File: config.mk
export PLATFORM = sky130hd
export DESIGN_NAME = packer_flex
export DESIGN_NICKNAME = d
export VERILOG_FILES = /design/src/rtl/packer_pkg.sv /design/src/rtl/counter_roll.sv /design/src/rtl/elastic.sv /design/src/rtl/packer_flex.sv
export SDC_FILE = /design/constraint.sdc
export NUM_CORES = 1
export LEC_CHECK = 0
export CAP_MARGIN = 0
export CORE_AREA = 3 3 44 61
export DETAILED_ROUTE_END_ITERATION = 10
export DIE_AREA = 0 0 47 64
export PLACE_DENSITY = 0.69
export SLEW_MARGIN = 30
export SYNTH_ARGS = -nofsm -noshare
export SYNTH_HDL_FRONTEND = slang
export SYNTH_SLANG_ARGS = --single-unit
File: constraint.sdc
create_clock -name clk_i -period 1.3 [get_ports clk_i]
set_clock_uncertainty 0.05 [all_clocks]
set_input_delay 0.195 -clock clk_i [delete_from_list [all_inputs] [get_ports clk_i]]
set_output_delay 0.195 -clock clk_i [all_outputs]
set_load 0.005 [all_outputs]
File: src/rtl/packer_pkg.sv
// Shared lane-ordering helpers for the packer family.
// Used by packer_flex and the planned unpacker.
package packer_pkg;

  typedef enum logic {
    LSB_FIRST = 1'b0,
    MSB_FIRST = 1'b1
  } lane_order_e;

  function automatic int lane_lsb(
    input int          k,
    input int          width,
    input int          ratio,
    input lane_order_e order
  );
    if (order == MSB_FIRST) return (ratio - 1 - k) * width;
    return k * width;
  endfunction

endpackage

File: src/rtl/counter_roll.sv
// Rolling up-counter 0..max_val_p with synchronous clear.
// Clear has priority over count-up.
module counter_roll #(
  parameter int max_val_p = 3,
  parameter int width_lp  = (max_val_p > 0) ? $clog2(max_val_p + 1) : 1
) (
  input  logic                clk_i,
  input  logic                reset_i,
  input  logic                clear_i,
  input  logic                up_i,
  output logic [width_lp-1:0] count_o
);

  always_ff @(posedge clk_i) begin
    if (reset_i || clear_i) begin
      count_o <= '0;
    end else if (up_i) begin
      if (count_o == width_lp'(max_val_p)) count_o <= '0;
      else count_o <= count_o + width_lp'(1);
    end
  end

endmodule

File: src/rtl/elastic.sv
// One-entry valid/ready register stage.
// Accepts a new entry in the same cycle the old one drains.
module elastic #(
  parameter int width_p = 8
) (
  input  logic               clk_i,
  input  logic               reset_i,
  input  logic [width_p-1:0] data_i,
  input  logic               valid_i,
  output logic               ready_o,
  output logic [width_p-1:0] data_o,
  output logic               valid_o,
  input  logic               ready_i
);

  logic load;

  assign ready_o = !valid_o || ready_i;
  assign load    = valid_i && ready_o;

  always_ff @(posedge clk_i) begin
    if (reset_i) begin
      valid_o <= 1'b0;
      data_o  <= '0;
    end else if (load) begin
      valid_o <= 1'b1;
      data_o  <= data_i;
    end else if (ready_i) begin
      valid_o <= 1'b0;
    end
  end

endmodule

File: src/rtl/packer_flex.sv
// Packs ratio_p lanes of width_p bits into one word,
// with last_i flush of zero-padded partial words.
module packer_flex
  import packer_pkg::*;
#(
  parameter int width_p     = 2,
  parameter int ratio_p     = 4,
  parameter int msb_first_p = 0
) (
  input  logic                         clk_i,
  input  logic                         reset_i,
  input  logic [width_p-1:0]           unpacked_i,
  input  logic                         last_i,
  input  logic                         valid_i,
  output logic                         ready_o,
  output logic [width_p*ratio_p-1:0]   packed_o,
  output logic [$clog2(ratio_p+1)-1:0] count_o,
  output logic                         last_o,
  output logic                         valid_o,
  input  logic                         ready_i
);

  localparam int W  = width_p * ratio_p;
  localparam int CW = $clog2(ratio_p + 1);
  localparam int IW = $clog2(ratio_p);
  localparam int EW = W + CW + 1;
  localparam lane_order_e ORDER =
    (msb_first_p != 0) ? MSB_FIRST : LSB_FIRST;

  logic [IW-1:0] idx;
  logic [W-1:0]  acc_r;
  logic [W-1:0]  lane;
  logic [W-1:0]  word;
  logic [CW-1:0] count_d;
  logic [EW-1:0] stage_d;
  logic [EW-1:0] stage_q;
  logic          closing;
  logic          accept;
  logic          stage_ready;

  // Only a closing beat needs room in the output stage.
  assign closing = valid_i && ((idx == IW'(ratio_p - 1)) || last_i);
  assign ready_o = !closing || stage_ready;
  assign accept  = valid_i && ready_o;

  assign lane    = W'(unpacked_i)
                   << lane_lsb(int'(idx), width_p, ratio_p, ORDER);
  assign word    = acc_r | lane;
  assign count_d = CW'(idx) + CW'(1);
  assign stage_d = {word, count_d, last_i};

  always_ff @(posedge clk_i) begin
    if (reset_i) begin
      acc_r <= '0;
    end else if (accept) begin
      acc_r <= closing ? '0 : word;
    end
  end

  counter_roll #(
    .max_val_p(ratio_p - 1)
  ) idx_ctr (
    .clk_i  (clk_i),
    .reset_i(reset_i),
    .clear_i(accept && closing),
    .up_i   (accept),
    .count_o(idx)
  );

  elastic #(
    .width_p(EW)
  ) out_stage (
    .clk_i  (clk_i),
    .reset_i(reset_i),
    .data_i (stage_d),
    .valid_i(accept && closing),
    .ready_o(stage_ready),
    .data_o (stage_q),
    .valid_o(valid_o),
    .ready_i(ready_i)
  );

  assign packed_o = stage_q[EW-1 -: W];
  assign count_o  = stage_q[CW:1];
  assign last_o   = stage_q[0];

endmodule

# Word level (Yosys, flattened, before mapping)
# Index checks and enable logic that the tools add are counted.
# Widths: inputs -> output; s select.
[word_totals]
register_bits = 23
input_bits = 7
output_inout_bits = 14
[classes]
addsub = 2
eq_ne = 1
n_shift = 1
n_mux = 4
bitwise_logic = 1
n_reduce_logical = 11
[ops]
columns = ["cell", "count"]
rows = [
  ["$mux 8", 1],
  ["$or 8x8->8", 1],
  ["$shl 2x3->8", 1],
  ["$logic_and 1x1->1", 4],
  ["$logic_or 1x1->1", 4],
  ["$add 2x1->3 const B", 1],
  ["$add 2x1->2 const B", 1],
  ["$eq 2x2->1 const B", 1],
  ["$logic_not 1->1", 2],
  ["$mux 1", 2],
  ["$mux 2", 1],
  ["$reduce_bool 2->1", 1],
]

# Depth between registers and ports, before layout
# Gate-level depths: netlist of the first run.
[depth]
ltp_word = 9
mapped_depth = 6
depth_no_buf = 5

# By module
# A second synthesis of the first run with hierarchy kept.
[hier_totals]
hier_cells = 105
hier_area_um2 = 1099.8
[modules_own_cells]
columns = ["mod", "instances", "cells_per_inst", "area_each_um2", "seq_area_each_um2"]
rows = [
  ["elastic", 1, 59, 598.1, 260.2],
  ["packer_flex", 1, 38, 406.6, 160.2],
  ["counter_roll", 1, 8, 95.1, 40.0],
]

# Least setup slack after synthesis of the first run
# Ideal clock, no wire load.
[synth_timing]
kind = "reg-to-reg"
startpoint = "register idx_ctr.count_o[1]"
endpoint = "register out_stage.data_o[0]"
setup_ps = 128
t_arrival_ps = 1257
required_ps = 1122
path_slack_ps = -135
path_stages_with_launch = 7
synth_period_minus_slack_ps = 1435
cell_sequence = "dfxtp_1 > ha_1 > o21ai_2 > nor2_1 > buf_4 > mux2i_1 > nor2_1"
[synth_via]
elab_chain_len = 8
[synth_rtl]
columns = ["item", "line", "text"]
rows = [
  ["start, declared", "counter_roll.sv:11", "output logic [width_lp-1:0] count_o"],
  ["start signal, assigned", "counter_roll.sv:19", "else count_o <= count_o + width_lp'(1);"],
  ["$eq 2x2->1 *", "packer_flex.sv:42", "assign closing = valid_i && ((idx == IW'(ratio_p - 1)) || last_i);"],
  ["$logic_or 1x1->1 *", "packer_flex.sv:42", ""],
  ["$logic_and 1x1->1 *", "packer_flex.sv:42", ""],
  ["$logic_not 1->1", "packer_flex.sv:43", "assign ready_o = !closing || stage_ready;"],
  ["$logic_or 1x1->1", "packer_flex.sv:43", ""],
  ["$logic_and 1x1->1", "packer_flex.sv:44", "assign accept = valid_i && ready_o;"],
  ["$logic_and 1x1->1 *", "packer_flex.sv:76", ".valid_i(accept && closing),"],
  ["$logic_and 1x1->1 *", "elastic.sv:19", "assign load = valid_i && ready_o;"],
  ["end signal, assigned", "elastic.sv:27", "data_o <= data_i;"],
  ["end, declared", "elastic.sv:11", "output logic [width_p-1:0] data_o,"],
]
# Mark *: on every way between the ends. The rest lies on a longest branch, timed or not.
# A chain may end at the register's enable or synchronous reset.

# Worst setup path in the final report of the first run
[layout_timing]
startpoint = "register idx_ctr.count_o[1]"
endpoint = "output port ready_o"
[layout_via]
elab_chain_len = 5
[layout_rtl]
columns = ["item", "line", "text"]
rows = [
  ["$eq 2x2->1", "packer_flex.sv:42", ""],
  ["$logic_or 1x1->1", "packer_flex.sv:42", ""],
  ["$logic_and 1x1->1", "packer_flex.sv:42", ""],
  ["$logic_not 1->1", "packer_flex.sv:43", ""],
  ["$logic_or 1x1->1", "packer_flex.sv:43", ""],
  ["end, declared", "packer_flex.sv:15", "output logic ready_o,"],
]
# No other way between the ends.

==> impl_metrics.prom, run 1 <==
# TYPE chip_impl_metric gauge
chip_impl_info{name="min-delay-start",value="out_stage.data_o[1]"} 1
chip_impl_metric{name="route.final.wire_length",unit="µm"} 1890
chip_impl_metric{name="area_occupied_by_registers",unit="µm²"} 482
chip_impl_metric{name="setup-tns-final",unit="ps"} -1220
chip_impl_metric{name="worstSkewPairLatency",unit="ps"} 300
chip_impl_metric{name="timing.reg2reg.setup_slack",unit="ps"} -100
chip_impl_info{name="cts_tree",value="done"} 1
chip_impl_metric{name="synth-warning-count",unit=""} 0
chip_impl_metric{name="vias",unit=""} 763
chip_impl_metric{name="synth-seq-cells",unit=""} 23
chip_impl_metric{name="crit_fanout",unit=""} 3
chip_impl_metric{name="drc",unit=""} 0
chip_impl_metric{name="worst_slew_margin_rel",unit="%"} 81.8
chip_impl_metric{name="leakage",unit="nW"} 0.530
chip_impl_info{name="violations_in_the_final_reports",value="setup timing"} 1
chip_impl_info{name="worst_r2r_startpoint",value="idx_ctr.count_o[1]"} 1
chip_impl_metric{name="post_layout_instance_count_excluding_filler_cells",unit=""} 144
chip_impl_metric{name="numPortBuffers",unit=""} 20
chip_impl_metric{name="sequential_to_total_area_share_from_yosys_stat",unit="%"} 51.0
chip_impl_metric{name="final.setup.worst_slack",unit="ps"} -156
chip_impl_metric{name="cp_data_required_time",unit="ps"} 1050
chip_impl_metric{name="placement.cell_area",unit="µm²"} 1190
chip_impl_metric{name="pwr_density_cell",unit="nW/µm²"} 1040
chip_impl_metric{name="core_region_area",unit="µm²"} 2200
chip_impl_metric{name="count_of_h_tree_levels_built_during_cts",unit=""} 1
chip_impl_info{name="yosys-top-cells-area",value="sky130_fd_sc_hd__dfxtp_1, sky130_fd_sc_hd__nor2_1, sky130_fd_sc_hd__nor3_2"} 1
chip_impl_metric{name="area_delta_synth_final",unit="%"} 39.9
chip_impl_metric{name="die_area",unit="µm²"} 3010
chip_impl_metric{name="timing.critical_path.slowest_cell_delay",unit="ps"} 370
chip_impl_metric{name="finalSetupViolCount",unit=""} 19
chip_impl_info{name="grt_setup_unrepaired",value="true"} 1
chip_impl_metric{name="global_route_wire_length_before_repair",unit="µm"} 3180
chip_impl_metric{name="top_level_ports",unit=""} 21
chip_impl_metric{name="synth.distinct_cells",unit=""} 18
chip_impl_info{name="worst_setup_path_end_kind",value="output pin"} 1
chip_impl_metric{name="tightestPinTransition",unit="ps"} 272
chip_impl_metric{name="n_antenna_cell",unit=""} 0
chip_impl_metric{name="mean_instance_size_in_the_synthesized_netlist",unit="µm²"} 9.60
chip_impl_metric{name="post_drt_via_cell_ratio",unit=""} 5.30
chip_impl_metric{name="post-dp-hpwl",unit="µm"} 1380
chip_impl_info{name="startpoint_class",value="flop"} 1
chip_impl_metric{name="place_ws",unit="ps"} -382
chip_impl_metric{name="fill_cells",unit=""} 212
chip_impl_metric{name="placementRows",unit=""} 20
chip_impl_metric{name="ant_nets",unit=""} 0
chip_impl_metric{name="max_slew_violations",unit=""} 0
chip_impl_metric{name="multi_input_comb_area",unit="µm²"} 447
chip_impl_metric{name="netlist_instances",unit=""} 94
chip_impl_info{name="worstPathCellList",value="ha_4, o21ai_4, nand2b_4, buf_6"} 1
chip_impl_metric{name="sw_frac_of_total",unit="%"} 25.1
chip_impl_metric{name="synth_top_area_share",unit="%"} 51.0
chip_impl_info{name="synth_top_area_cell",value="sky130_fd_sc_hd__dfxtp_1"} 1
chip_impl_info{name="crit_slowest_cell",value="sky130_fd_sc_hd__dfxtp_4"} 1
chip_impl_metric{name="routed_wire_length_per_instance",unit="µm"} 13.1
chip_impl_metric{name="dpl.cell_count",unit=""} 140
chip_impl_metric{name="maxClockFrequency",unit="GHz"} 0.687
chip_impl_metric{name="initial_utilization",unit="%"} 41.0
chip_impl_metric{name="clock_network_fraction_of_design_power",unit="%"} 24.1
chip_impl_metric{name="largest_net_degree_at_the_start_of_global_routing",unit=""} 14
chip_impl_metric{name="post_synth_instance_area",unit="µm²"} 902
chip_impl_metric{name="first_global_vias",unit=""} 737
chip_impl_metric{name="routabilityCongestion",unit=""} 0.702
chip_impl_metric{name="syn_nets",unit=""} 102
chip_impl_info{name="criticalPathCategory",value="reg -> out"} 1
chip_impl_metric{name="numClockSinks",unit=""} 23
chip_impl_metric{name="drive_above_1_share",unit="%"} 36.9
chip_impl_info{name="class_of_the_tightest_hold_or_removal_check",value="reg -> reg"} 1
chip_impl_metric{name="chipHeight",unit="µm"} 64
chip_impl_info{name="status",value="complete, but fails checks"} 1
chip_impl_metric{name="die_w",unit="µm"} 47
chip_impl_metric{name="numCtsBuffers",unit=""} 3
chip_impl_metric{name="portion_of_the_clock_cycle_consumed_by_the_worst_path_in_the_final_layout",unit="%"} 112
chip_impl_metric{name="num-nets-final",unit=""} 131
chip_impl_metric{name="clk_transition_reported_paths",unit="ps"} 120
chip_impl_info{name="timing.critical_path.from",value="idx_ctr.count_o[1]"} 1
chip_impl_metric{name="p_int",unit="mW"} 0.979
chip_impl_metric{name="grt_usage",unit="%"} 14.2
chip_impl_metric{name="drt_iter0_markers",unit=""} 31
chip_impl_metric{name="final_critical_period",unit="ps"} 1460
chip_impl_metric{name="finalHoldViolations",unit=""} 0
chip_impl_metric{name="worst_ir_drop_on_vdd",unit="µV"} 608
chip_impl_metric{name="fin_area",unit="µm²"} 1260
chip_impl_metric{name="power.switching",unit="mW"} 0.329
chip_impl_metric{name="antenna_found_initial",unit=""} 0
chip_impl_metric{name="post_cts.repair.setup_buffers",unit=""} 0
chip_impl_metric{name="grt-ovfl-total",unit=""} 0
chip_impl_metric{name="detailedRoute.firstPassIterationCount",unit=""} 4
chip_impl_metric{name="cts_max_path_buffers",unit=""} 2
chip_impl_metric{name="timing.max_cap.violations",unit=""} 0
chip_impl_info{name="cts-root-buf",value="sky130_fd_sc_hd__clkbuf_4"} 1
chip_impl_metric{name="power.combinational.fraction",unit="%"} 17.8
chip_impl_metric{name="power.sequential.fraction",unit="%"} 58.0
chip_impl_metric{name="worst-endpoint-arrival",unit="ps"} 1210
-- layer usage --
layer,GRT usage (%),wire [µm],vias to the layer above,part of all wire [%]
li1,-,-,380,-
met4,7.27,46,0,2.4
met1,18.5,795,359,42
met3,3.10,70,6,3.7
met2,21.4,972,18,52
met5,0,0,-,0
-- state kept, by name (all words and copies together), names as in the netlist --
signal	flops
out_stage.data_o	12
acc_r	8
idx_ctr.count_o	2
out_stage.valid_o	1
-- power groups by stage --
stage	Clock [mW]	Combinational [mW]	Sequential (mW)
global placement	0	0.232	0.770
CTS	0.328	0.229	0.758
global route	0.356	0.256	0.764
floorplan	0	0.116	0.777
finish	0.316	0.233	0.759
detailed placement	0	0.236	0.772
-- layout make-up --
class | instances | share of cell area (%)
repair buffers | 29 | 21.9
well taps | 22 | 2.18
multi-input cells | 65 | 35.4
flip-flops and latches | 23 | 38.2
inverters | 1 | 0.297
clock buffers | 4 | 2.08
-- metrics by stage --
| step | power, mW | utilization (%) | hold slack [ps] |
|---|---|---|---|
| 2_1_floorplan | 0.893 | - | 218 |
| 3_3_place_gp | 1.00 | 54.3 | 426 |
| 3_5_place_dp | 1.01 | 54.3 | 431 |
| 4_1_cts | 1.32 | 55.8 | 447 |
| 5_1_grt | 1.38 | 57.3 | 472 |
| 6_report | 1.31 | 57.3 | 441 |
-- cells in the final DEF, fill, tap and decap left out --
master                             n
sky130_fd_sc_hd__buf_6             3
sky130_fd_sc_hd__dlygate4sd2_1    12
sky130_fd_sc_hd__nand2b_1          1
sky130_fd_sc_hd__a211oi_1          8
sky130_fd_sc_hd__nor2_2            4
sky130_fd_sc_hd__nor2_1           23
sky130_fd_sc_hd__inv_1             1
sky130_fd_sc_hd__dfxtp_4           1
sky130_fd_sc_hd__a21oi_1           5
sky130_fd_sc_hd__o21ai_4           1
sky130_fd_sc_hd__nor2b_2           1
sky130_fd_sc_hd__ha_4              1
sky130_fd_sc_hd__nor3_2            8
sky130_fd_sc_hd__clkbuf_1          1
sky130_fd_sc_hd__dlymetal6s2s_1    1
sky130_fd_sc_hd__o21a_2            1
sky130_fd_sc_hd__nand2b_4          1
sky130_fd_sc_hd__mux2i_1           6
sky130_fd_sc_hd__buf_12            1
sky130_fd_sc_hd__dfxtp_1           8
sky130_fd_sc_hd__dfxtp_2          14
sky130_fd_sc_hd__clkbuf_4          3
sky130_fd_sc_hd__buf_4             6
sky130_fd_sc_hd__clkdlybuf4s50_1   6
sky130_fd_sc_hd__or2_1             1
sky130_fd_sc_hd__a31oi_1           4
-- synthesized netlist by cell type --
master                     instances
sky130_fd_sc_hd__clkbuf_1          1
sky130_fd_sc_hd__buf_4             1
sky130_fd_sc_hd__o21ai_2           1
sky130_fd_sc_hd__nand2b_1          2
sky130_fd_sc_hd__nor3_2            8
sky130_fd_sc_hd__dfxtp_1          23
sky130_fd_sc_hd__inv_1             1
sky130_fd_sc_hd__a31oi_1           4
sky130_fd_sc_hd__buf_6             1
sky130_fd_sc_hd__or2_1             1
sky130_fd_sc_hd__buf_2             2
sky130_fd_sc_hd__a21oi_1           5
sky130_fd_sc_hd__a211oi_1          8
sky130_fd_sc_hd__nor2_1           27
sky130_fd_sc_hd__mux2i_1           6
sky130_fd_sc_hd__o21a_1            1
sky130_fd_sc_hd__ha_1              1
sky130_fd_sc_hd__nor2b_1           1
-- timing repair --
item,4_1_cts,5_1_grt
hold buffers,0,0
setup endpoints to repair,35,24
cloned,0,0
gates resized for setup,31,10
pin swaps,2,0
-- logic make-up after synthesis --
kind of cell,count (synthesis),synth area share [%]
flip-flops,23,51.0
multiplexers,6,6.66
buffers and inverters,6,4.02
adder cells (fa/ha/maj),1,1.39
AND/OR/NAND/NOR,39,22.9
AO/OA/AOI/OAI,19,14.0
-- critical path: cells and delay by family (launching register included) --
kind                       cells  cell delay [ps]
AOI/OAI and AO/OA              1              140
adders and majority gates      1              160
buffers and inverters          1               90
DFF                            1              370
and+or+nand+nor                1              150
-- final timing paths --
| kind | to | depth (start not counted) |
|---|---|---|
| setup / recovery | ready_o | 4 |
| hold / removal | out_stage.data_o[1] | 2 |
| setup reg to reg | acc_r[6] | 6 |
| hold reg to reg | out_stage.data_o[1] | 2 |
(Power assumes the default switching activity.)
==> inputs of run 2 (changes only) <==
- CORE_AREA: 3 3 44 61 -> 2 2 43 60
- DIE_AREA: 0 0 47 64 -> 0 0 45 62
- HOLD_SLACK_MARGIN: default -> 0.05
- SLEW_MARGIN: 30 -> 10
==> run 2 against run 1 <==
The flow still finishes with violations (setup timing). Combinational power up 16%. Maximum frequency grew 1.2%. Critical path type unchanged. Power rose by 4.0%. Clock-buffer cell count decreased by 1. First-iteration DRC count is 32% lower. Setup slack improved by 17 ps. Clock power up 4%. Critical path depth did not move. Via count grew 2.9%. Sequential power hardly changed. Die area down 7.2%.
==> impl_metrics.prom, run 2 (synthesis results as in run 1) <==
# TYPE chip_impl_metric gauge
chip_impl_metric{name="numClockSinks",unit=""} 23
chip_impl_metric{name="grt-ovfl-total",unit=""} 0
chip_impl_metric{name="worst-endpoint-arrival",unit="ps"} 1190
chip_impl_metric{name="count_of_h_tree_levels_built_during_cts",unit=""} 1
chip_impl_metric{name="placement.cell_area",unit="µm²"} 1220
chip_impl_metric{name="antenna_found_initial",unit=""} 0
chip_impl_metric{name="timing.critical_path.slowest_cell_delay",unit="ps"} 370
chip_impl_metric{name="detailedRoute.firstPassIterationCount",unit=""} 4
chip_impl_metric{name="leakage",unit="nW"} 0.562
chip_impl_metric{name="worstSkewPairLatency",unit="ps"} 310
chip_impl_metric{name="worst_ir_drop_on_vdd",unit="µV"} 753
chip_impl_metric{name="core_region_area",unit="µm²"} 2310
chip_impl_metric{name="timing.max_cap.violations",unit=""} 0
chip_impl_metric{name="finalSetupViolCount",unit=""} 23
chip_impl_metric{name="finalHoldViolations",unit=""} 0
chip_impl_metric{name="route.final.wire_length",unit="µm"} 2030
chip_impl_metric{name="final_util",unit="%"} 58.9
chip_impl_metric{name="numCtsBuffers",unit=""} 3
chip_impl_info{name="criticalPathCategory",value="reg -> out"} 1
chip_impl_metric{name="post_layout_instance_count_excluding_filler_cells",unit=""} 150
chip_impl_metric{name="largest_net_degree_at_the_start_of_global_routing",unit=""} 14
chip_impl_info{name="layout.cells.most_common_list",value="sky130_fd_sc_hd__nor2_1, sky130_fd_sc_hd__dfxtp_2, sky130_fd_sc_hd__dlygate4sd2_1"} 1
chip_impl_metric{name="pwr_density_cell",unit="nW/µm²"} 999
chip_impl_metric{name="routabilityCongestion",unit=""} 0.717
chip_impl_metric{name="post-dp-hpwl",unit="µm"} 1370
chip_impl_metric{name="tightestPinTransition",unit="ps"} 330
chip_impl_metric{name="numPortBuffers",unit=""} 20
chip_impl_info{name="startpoint_class",value="flop"} 1
chip_impl_metric{name="first_global_vias",unit=""} 773
chip_impl_metric{name="final_critical_period",unit="ps"} 1440
chip_impl_metric{name="crit_fanout",unit=""} 2
chip_impl_info{name="cts_tree",value="done"} 1
chip_impl_metric{name="placementRows",unit=""} 21
chip_impl_metric{name="post_drt_via_cell_ratio",unit=""} 5.23
chip_impl_info{name="timing.critical_path.max_delay_family",value="flip-flops"} 1
chip_impl_info{name="largest_registers",value="out_stage.data_o (12), acc_r (8), idx_ctr.count_o (2)"} 1
chip_impl_metric{name="max_slew_violations",unit=""} 0
chip_impl_metric{name="total_power",unit="mW"} 1.36
chip_impl_info{name="status",value="complete, but fails checks"} 1
chip_impl_metric{name="portion_of_the_clock_cycle_consumed_by_the_worst_path_in_the_final_layout",unit="%"} 111
chip_impl_metric{name="initial_utilization",unit="%"} 39.0
chip_impl_metric{name="largest_register_ffs",unit=""} 12
chip_impl_metric{name="routed_wire_length_per_instance",unit="µm"} 13.6
chip_impl_metric{name="die_area",unit="µm²"} 2790
chip_impl_metric{name="maxClockFrequency",unit="GHz"} 0.695
chip_impl_metric{name="crit_buf_inv",unit=""} 1
chip_impl_metric{name="cts_max_path_buffers",unit=""} 2
chip_impl_metric{name="n_antenna_cell",unit=""} 0
chip_impl_info{name="class_of_the_tightest_hold_or_removal_check",value="reg -> reg"} 1
chip_impl_info{name="violations_in_the_final_reports",value="setup timing"} 1
chip_impl_metric{name="final.setup.worst_slack",unit="ps"} -139
chip_impl_metric{name="place_ws",unit="ps"} -388
chip_impl_info{name="layout_commonest_cell",value="sky130_fd_sc_hd__nor2_1"} 1
chip_impl_info{name="crit_slowest_cell",value="sky130_fd_sc_hd__dfxtp_4"} 1
chip_impl_metric{name="area_delta_synth_final",unit="%"} 50.9
chip_impl_info{name="max_flop_register",value="out_stage.data_o"} 1
chip_impl_metric{name="chipHeight",unit="µm"} 62
chip_impl_info{name="worstPathCellList",value="ha_4, o21ai_4, nand2b_4, buf_6"} 1
chip_impl_metric{name="cp_data_required_time",unit="ps"} 1050
chip_impl_metric{name="worst_slew_margin_rel",unit="%"} 77.9
chip_impl_metric{name="dpl.cell_count",unit=""} 143
chip_impl_metric{name="drive_above_1_share",unit="%"} 46.5
chip_impl_metric{name="num-nets-final",unit=""} 136
chip_impl_metric{name="drc",unit=""} 0
chip_impl_info{name="grt_setup_unrepaired",value="true"} 1
chip_impl_metric{name="top_level_ports",unit=""} 21
chip_impl_metric{name="fin_area",unit="µm²"} 1360
chip_impl_info{name="worst_setup_path_end_kind",value="output pin"} 1
chip_impl_metric{name="die_w",unit="µm"} 45
chip_impl_metric{name="global_route_wire_length_before_repair",unit="µm"} 3440
chip_impl_metric{name="ant_nets",unit=""} 0
chip_impl_metric{name="vias",unit=""} 785
chip_impl_metric{name="grt_usage",unit="%"} 17.1
chip_impl_info{name="cts-root-buf",value="sky130_fd_sc_hd__clkbuf_4"} 1
chip_impl_metric{name="clk_transition_reported_paths",unit="ps"} 120
chip_impl_metric{name="drt_iter0_markers",unit=""} 21
## run 2: cell types whose count changed in the layout (fill, tap and decap cells not counted), moves of 2 or more
| cell | delta |
|---|---|
| sky130_fd_sc_hd__buf_4 | +3 |
| sky130_fd_sc_hd__a211oi_1 | -5 |
| sky130_fd_sc_hd__a211oi_2 | +5 |
| sky130_fd_sc_hd__nor2_1 | -2 |
| sky130_fd_sc_hd__nor2_4 | +3 |
| sky130_fd_sc_hd__buf_6 | +2 |
## run 2: layer usage
metal	GRT usage [%]	share of wire [%]	vias to the layer above
met5	0	0	-
met4	10.1	2.2	0
met3	4.05	2.8	5
met2	27.3	52	11
met1	20.8	43	380
li1	-	-	389
## run 2: report_power, final
group          leakage, nW  internal, mW  switching [mW]
Clock               0.0177         0.115           0.213
Sequential           0.194         0.742          0.0182
Combinational        0.350         0.138           0.133
Total                0.562         0.995           0.365
## run 2: timing repair
item | 4_1_cts | 5_1_grt
buffers inserted | 2 | 1
hold buffers | 0 | 0
gates resized for setup | 41 | 17
pin swaps | 4 | 5
cloned | 1 | 0
endpoints found under the setup margin | 36 | 24
## run 2: tightest hold or removal path, delay by kind of cell (launching register included)
| kind | cells | cell delay (ps) |
|---|---|---|
| flip-flops | 1 | 340 |
| multiplexers | 1 | 60 |
| AND/OR/NAND/NOR | 1 | 70 |
## run 2: through the flow
stage	hold slack, ps	setup TNS [ps]
2_1_floorplan	218	-29.9
3_3_place_gp	425	-5790
3_5_place_dp	437	-6840
4_1_cts	450	-2260
5_1_grt	482	-3580
6_report	441	-1820
## run 2: path summary, 6_finish.rpt
path,start,slack [ps],endpoint,cells after the start
worst min-delay path,out_stage.data_o[0],440,out_stage.data_o[0],2
worst min register to register,out_stage.data_o[0],440,out_stage.data_o[0],2
worst max-delay path,idx_ctr.count_o[1],-140,ready_o,4
worst max register to register,idx_ctr.count_o[1],-140,acc_r[7],7
## run 2: layout make-up
cell class              count  area [µm²]
clock buffers               3        22.5
fillers                   205         951
clock inverters             1        5.00
inverters                   1        3.75
well taps                  23        28.8
repair buffers             34         319
flip-flops and latches     23         482
multi-input cells          65         500
==> inputs of run 3 (changes only) <==
- GPL_TIMING_DRIVEN: default -> 0
==> run 3 against run 2 <==
The flow still finishes with violations (setup timing). Critical path depth up 3. Core utilization up 2.5 points. Register-to-register slack worse by 40 ps. Clock power down 2%. Maximum frequency down 2.9%. Final cell count up 3.3%. First-iteration DRC count up 4.8%. Power up 1.0%.
==> impl_metrics.prom, run 3 (synthesis results as in run 1) <==
# TYPE chip_impl_metric gauge
chip_impl_metric{name="numCtsBuffers",unit=""} 3
chip_impl_metric{name="clock_network_fraction_of_design_power",unit="%"} 23.3
chip_impl_metric{name="ant_nets",unit=""} 0
chip_impl_info{name="crit_slowest_cell",value="sky130_fd_sc_hd__dfxtp_4"} 1
chip_impl_metric{name="num-nets-final",unit=""} 141
chip_impl_metric{name="timing.critical_path.slowest_cell_delay",unit="ps"} 370
chip_impl_info{name="cts_tree",value="done"} 1
chip_impl_metric{name="top_level_ports",unit=""} 21
chip_impl_metric{name="die_w",unit="µm"} 45
chip_impl_metric{name="numClockSinks",unit=""} 23
chip_impl_info{name="hold_path_end",value="out_stage.data_o[0]"} 1
chip_impl_metric{name="total_power",unit="mW"} 1.37
chip_impl_metric{name="power.sequential.fraction",unit="%"} 55.4
chip_impl_info{name="max_flop_register",value="out_stage.data_o"} 1
chip_impl_metric{name="sw_frac_of_total",unit="%"} 26.9
chip_impl_metric{name="route.final.wire_length",unit="µm"} 2140
chip_impl_metric{name="dpl.cell_count",unit=""} 137
chip_impl_metric{name="power.switching",unit="mW"} 0.369
chip_impl_metric{name="numPortBuffers",unit=""} 20
chip_impl_metric{name="cts_max_path_buffers",unit=""} 2
chip_impl_info{name="cts-root-buf",value="sky130_fd_sc_hd__clkbuf_4"} 1
chip_impl_metric{name="worstSkewPairLatency",unit="ps"} 310
chip_impl_metric{name="hold_buffers",unit=""} 0
chip_impl_metric{name="routed_wire_length_per_instance",unit="µm"} 13.8
chip_impl_metric{name="cp_data_required_time",unit="ps"} 1460
chip_impl_metric{name="setup-tns-final",unit="ps"} -2830
chip_impl_metric{name="fill_cells",unit=""} 202
chip_impl_metric{name="count_of_h_tree_levels_built_during_cts",unit=""} 1
chip_impl_metric{name="p_int",unit="mW"} 1.00
chip_impl_metric{name="power.combinational.fraction",unit="%"} 21.3
chip_impl_info{name="violations_in_the_final_reports",value="setup timing"} 1
chip_impl_metric{name="clk_transition_reported_paths",unit="ps"} 120
chip_impl_metric{name="global_route_wire_length_before_repair",unit="µm"} 3480
chip_impl_info{name="worst_setup_path_end_kind",value="flop"} 1
chip_impl_info{name="criticalPathCategory",value="reg -> reg"} 1
chip_impl_metric{name="drc",unit=""} 0
chip_impl_info{name="worstPathCellList",value="ha_4, buf_6, nor2_4, o21a_1, buf_6, mux2i_1, nor2_1"} 1
chip_impl_info{name="worst_r2r_startpoint",value="idx_ctr.count_o[1]"} 1
chip_impl_metric{name="drt_iter0_markers",unit=""} 22
chip_impl_info{name="status",value="complete, but fails checks"} 1
chip_impl_metric{name="pwr_density_cell",unit="nW/µm²"} 968
chip_impl_info{name="startpoint_class",value="flop"} 1
chip_impl_info{name="highest-signal-layer",value="met4"} 1
chip_impl_metric{name="placement.cell_area",unit="µm²"} 1150
chip_impl_metric{name="drt_met1_wl",unit="µm"} 907
chip_impl_info{name="largest_registers",value="out_stage.data_o (12), acc_r (8), idx_ctr.count_o (2)"} 1
chip_impl_metric{name="first_global_vias",unit=""} 801
chip_impl_metric{name="core_region_area",unit="µm²"} 2310
chip_impl_metric{name="finalSetupViolCount",unit=""} 23
chip_impl_metric{name="max_slew_violations",unit=""} 0
chip_impl_metric{name="portion_of_the_clock_cycle_consumed_by_the_worst_path_in_the_final_layout",unit="%"} 114
chip_impl_metric{name="rr_worst_depth",unit=""} 7
chip_impl_info{name="timing.rr.end",value="idx_ctr.count_o[0]"} 1
chip_impl_metric{name="maxClockFrequency",unit="GHz"} 0.675
chip_impl_metric{name="final_critical_period",unit="ps"} 1480
chip_impl_metric{name="largest_register_ffs",unit=""} 12
chip_impl_metric{name="worst-endpoint-arrival",unit="ps"} 1650
chip_impl_metric{name="vias",unit=""} 812
chip_impl_info{name="min-delay-start",value="out_stage.data_o[0]"} 1
chip_impl_metric{name="post_layout_instance_count_excluding_filler_cells",unit=""} 155
chip_impl_metric{name="worst_ir_drop_on_vdd",unit="µV"} 656
chip_impl_metric{name="crit_fanout",unit=""} 5
chip_impl_info{name="class_of_the_tightest_hold_or_removal_check",value="reg -> reg"} 1
chip_impl_metric{name="crit_buf_inv",unit=""} 2
chip_impl_metric{name="detailedRoute.firstPassIterationCount",unit=""} 4
chip_impl_info{name="cp_common_cell",value="sky130_fd_sc_hd__buf_6"} 1
chip_impl_metric{name="worst_slew_margin_rel",unit="%"} 62.3
chip_impl_info{name="layout.cells.most_common_list",value="sky130_fd_sc_hd__nor2_1, sky130_fd_sc_hd__dfxtp_2, sky130_fd_sc_hd__dlygate4sd2_1"} 1
chip_impl_metric{name="grt_usage",unit="%"} 17.1
chip_impl_metric{name="chipHeight",unit="µm"} 62
chip_impl_metric{name="met2_length",unit="µm"} 1110
chip_impl_metric{name="timing.max_cap.violations",unit=""} 0
chip_impl_info{name="timing.critical_path.from",value="idx_ctr.count_o[1]"} 1
chip_impl_metric{name="cell_count_of_the_worst_hold_path",unit=""} 2
chip_impl_metric{name="drive_above_1_share",unit="%"} 50.0
chip_impl_metric{name="timing.reg2reg.setup_slack",unit="ps"} -180
chip_impl_metric{name="finalHoldViolations",unit=""} 0
chip_impl_metric{name="routabilityCongestion",unit=""} 0.710
chip_impl_metric{name="grt-ovfl-total",unit=""} 0
chip_impl_metric{name="place_ws",unit="ps"} -386
chip_impl_metric{name="tightestPinTransition",unit="ps"} 565
chip_impl_metric{name="post_drt_via_cell_ratio",unit=""} 5.24
chip_impl_metric{name="largest_net_degree_at_the_start_of_global_routing",unit=""} 14
chip_impl_metric{name="wl_met3",unit="µm"} 71
chip_impl_metric{name="post-dp-hpwl",unit="µm"} 1350
chip_impl_metric{name="antenna_found_initial",unit=""} 0
chip_impl_metric{name="leakage",unit="nW"} 0.588
chip_impl_metric{name="area_delta_synth_final",unit="%"} 57.3
chip_impl_metric{name="die_area",unit="µm²"} 2790
chip_impl_info{name="layout_commonest_cell",value="sky130_fd_sc_hd__nor2_1"} 1
chip_impl_metric{name="initial_utilization",unit="%"} 39.0
chip_impl_info{name="grt_setup_unrepaired",value="true"} 1
chip_impl_info{name="timing.critical_path.max_delay_family",value="flip-flops"} 1
chip_impl_metric{name="n_antenna_cell",unit=""} 0
chip_impl_metric{name="fin_area",unit="µm²"} 1420
chip_impl_metric{name="final.setup.worst_slack",unit="ps"} -182
chip_impl_metric{name="placementRows",unit=""} 21
-- run 3: cell count changes in the layout (fill, tap and decap cells not counted), moves of 2 or more --
cell                       delta
sky130_fd_sc_hd__nor2_1       -3
sky130_fd_sc_hd__buf_2        +2
sky130_fd_sc_hd__buf_4        -2
sky130_fd_sc_hd__nor2_2       +3
sky130_fd_sc_hd__a211oi_1     -3
sky130_fd_sc_hd__a211oi_2     +3
sky130_fd_sc_hd__buf_6        +4
-- run 3: metrics by stage --
stage               hold slack (ps)  util (%)
global placement                427      49.7
floorplan                       218         -
finish                          446      61.4
CTS                             450      55.3
detailed placement              437      49.7
global route                    484      61.4
-- run 3: timing repair --
| item | CTS | global route |
|---|---|---|
| pin swaps | 4 | 9 |
| setup buffers | 6 | 5 |
| gates cloned | 2 | 1 |
| endpoints found under the setup margin | 36 | 23 |
| gates resized for setup | 46 | 23 |
-- run 3: final cells by class --
type	count	area [µm²]	share of cell area (%)
multi-input combinational	65	518	36.5
sequential	23	484	34.1
timing repair buffer	34	304	21.4
buffer	5	52.6	3.70
tap	23	28.8	2.03
clock buffer	3	22.5	1.59
clock inverter	1	5.00	0.353
inverter	1	3.75	0.265
-- run 3: how the worst max path moves through the flow --
stage,cells past startpoint,to,slack [ps]
after detailed placement,4,ready_o,-390
final,7,idx_ctr.count_o[0],-180
after CTS,7,acc_r[0],-140
after floorplan,6,acc_r[7],-4
after global placement,4,ready_o,-360
after global routing,7,idx_ctr.count_o[0],-270
-- run 3: tightest hold or removal path, stage by stage (launching register included) --
cell,delay (ps)
sky130_fd_sc_hd__dfxtp_2,340
sky130_fd_sc_hd__mux2i_1,50
sky130_fd_sc_hd__nor2_1,70
-- run 3: power by group through the flow --
stage	registers [mW]	clock network, mW	logic, mW
after floorplan	0.777	0	0.116
after global placement	0.776	0	0.209
after detailed placement	0.778	0	0.213
after CTS	0.759	0.332	0.244
after global routing	0.766	0.363	0.320
final	0.761	0.320	0.293
-- run 3: routing by layer --
| layer | vias to the layer above | track usage [%] |
|---|---|---|
| li1 | 401 | - |
| met1 | 387 | 21.1 |
| met2 | 18 | 28.0 |
| met3 | 6 | 2.02 |
| met4 | 0 | 10.5 |
| met5 | - | 0 |
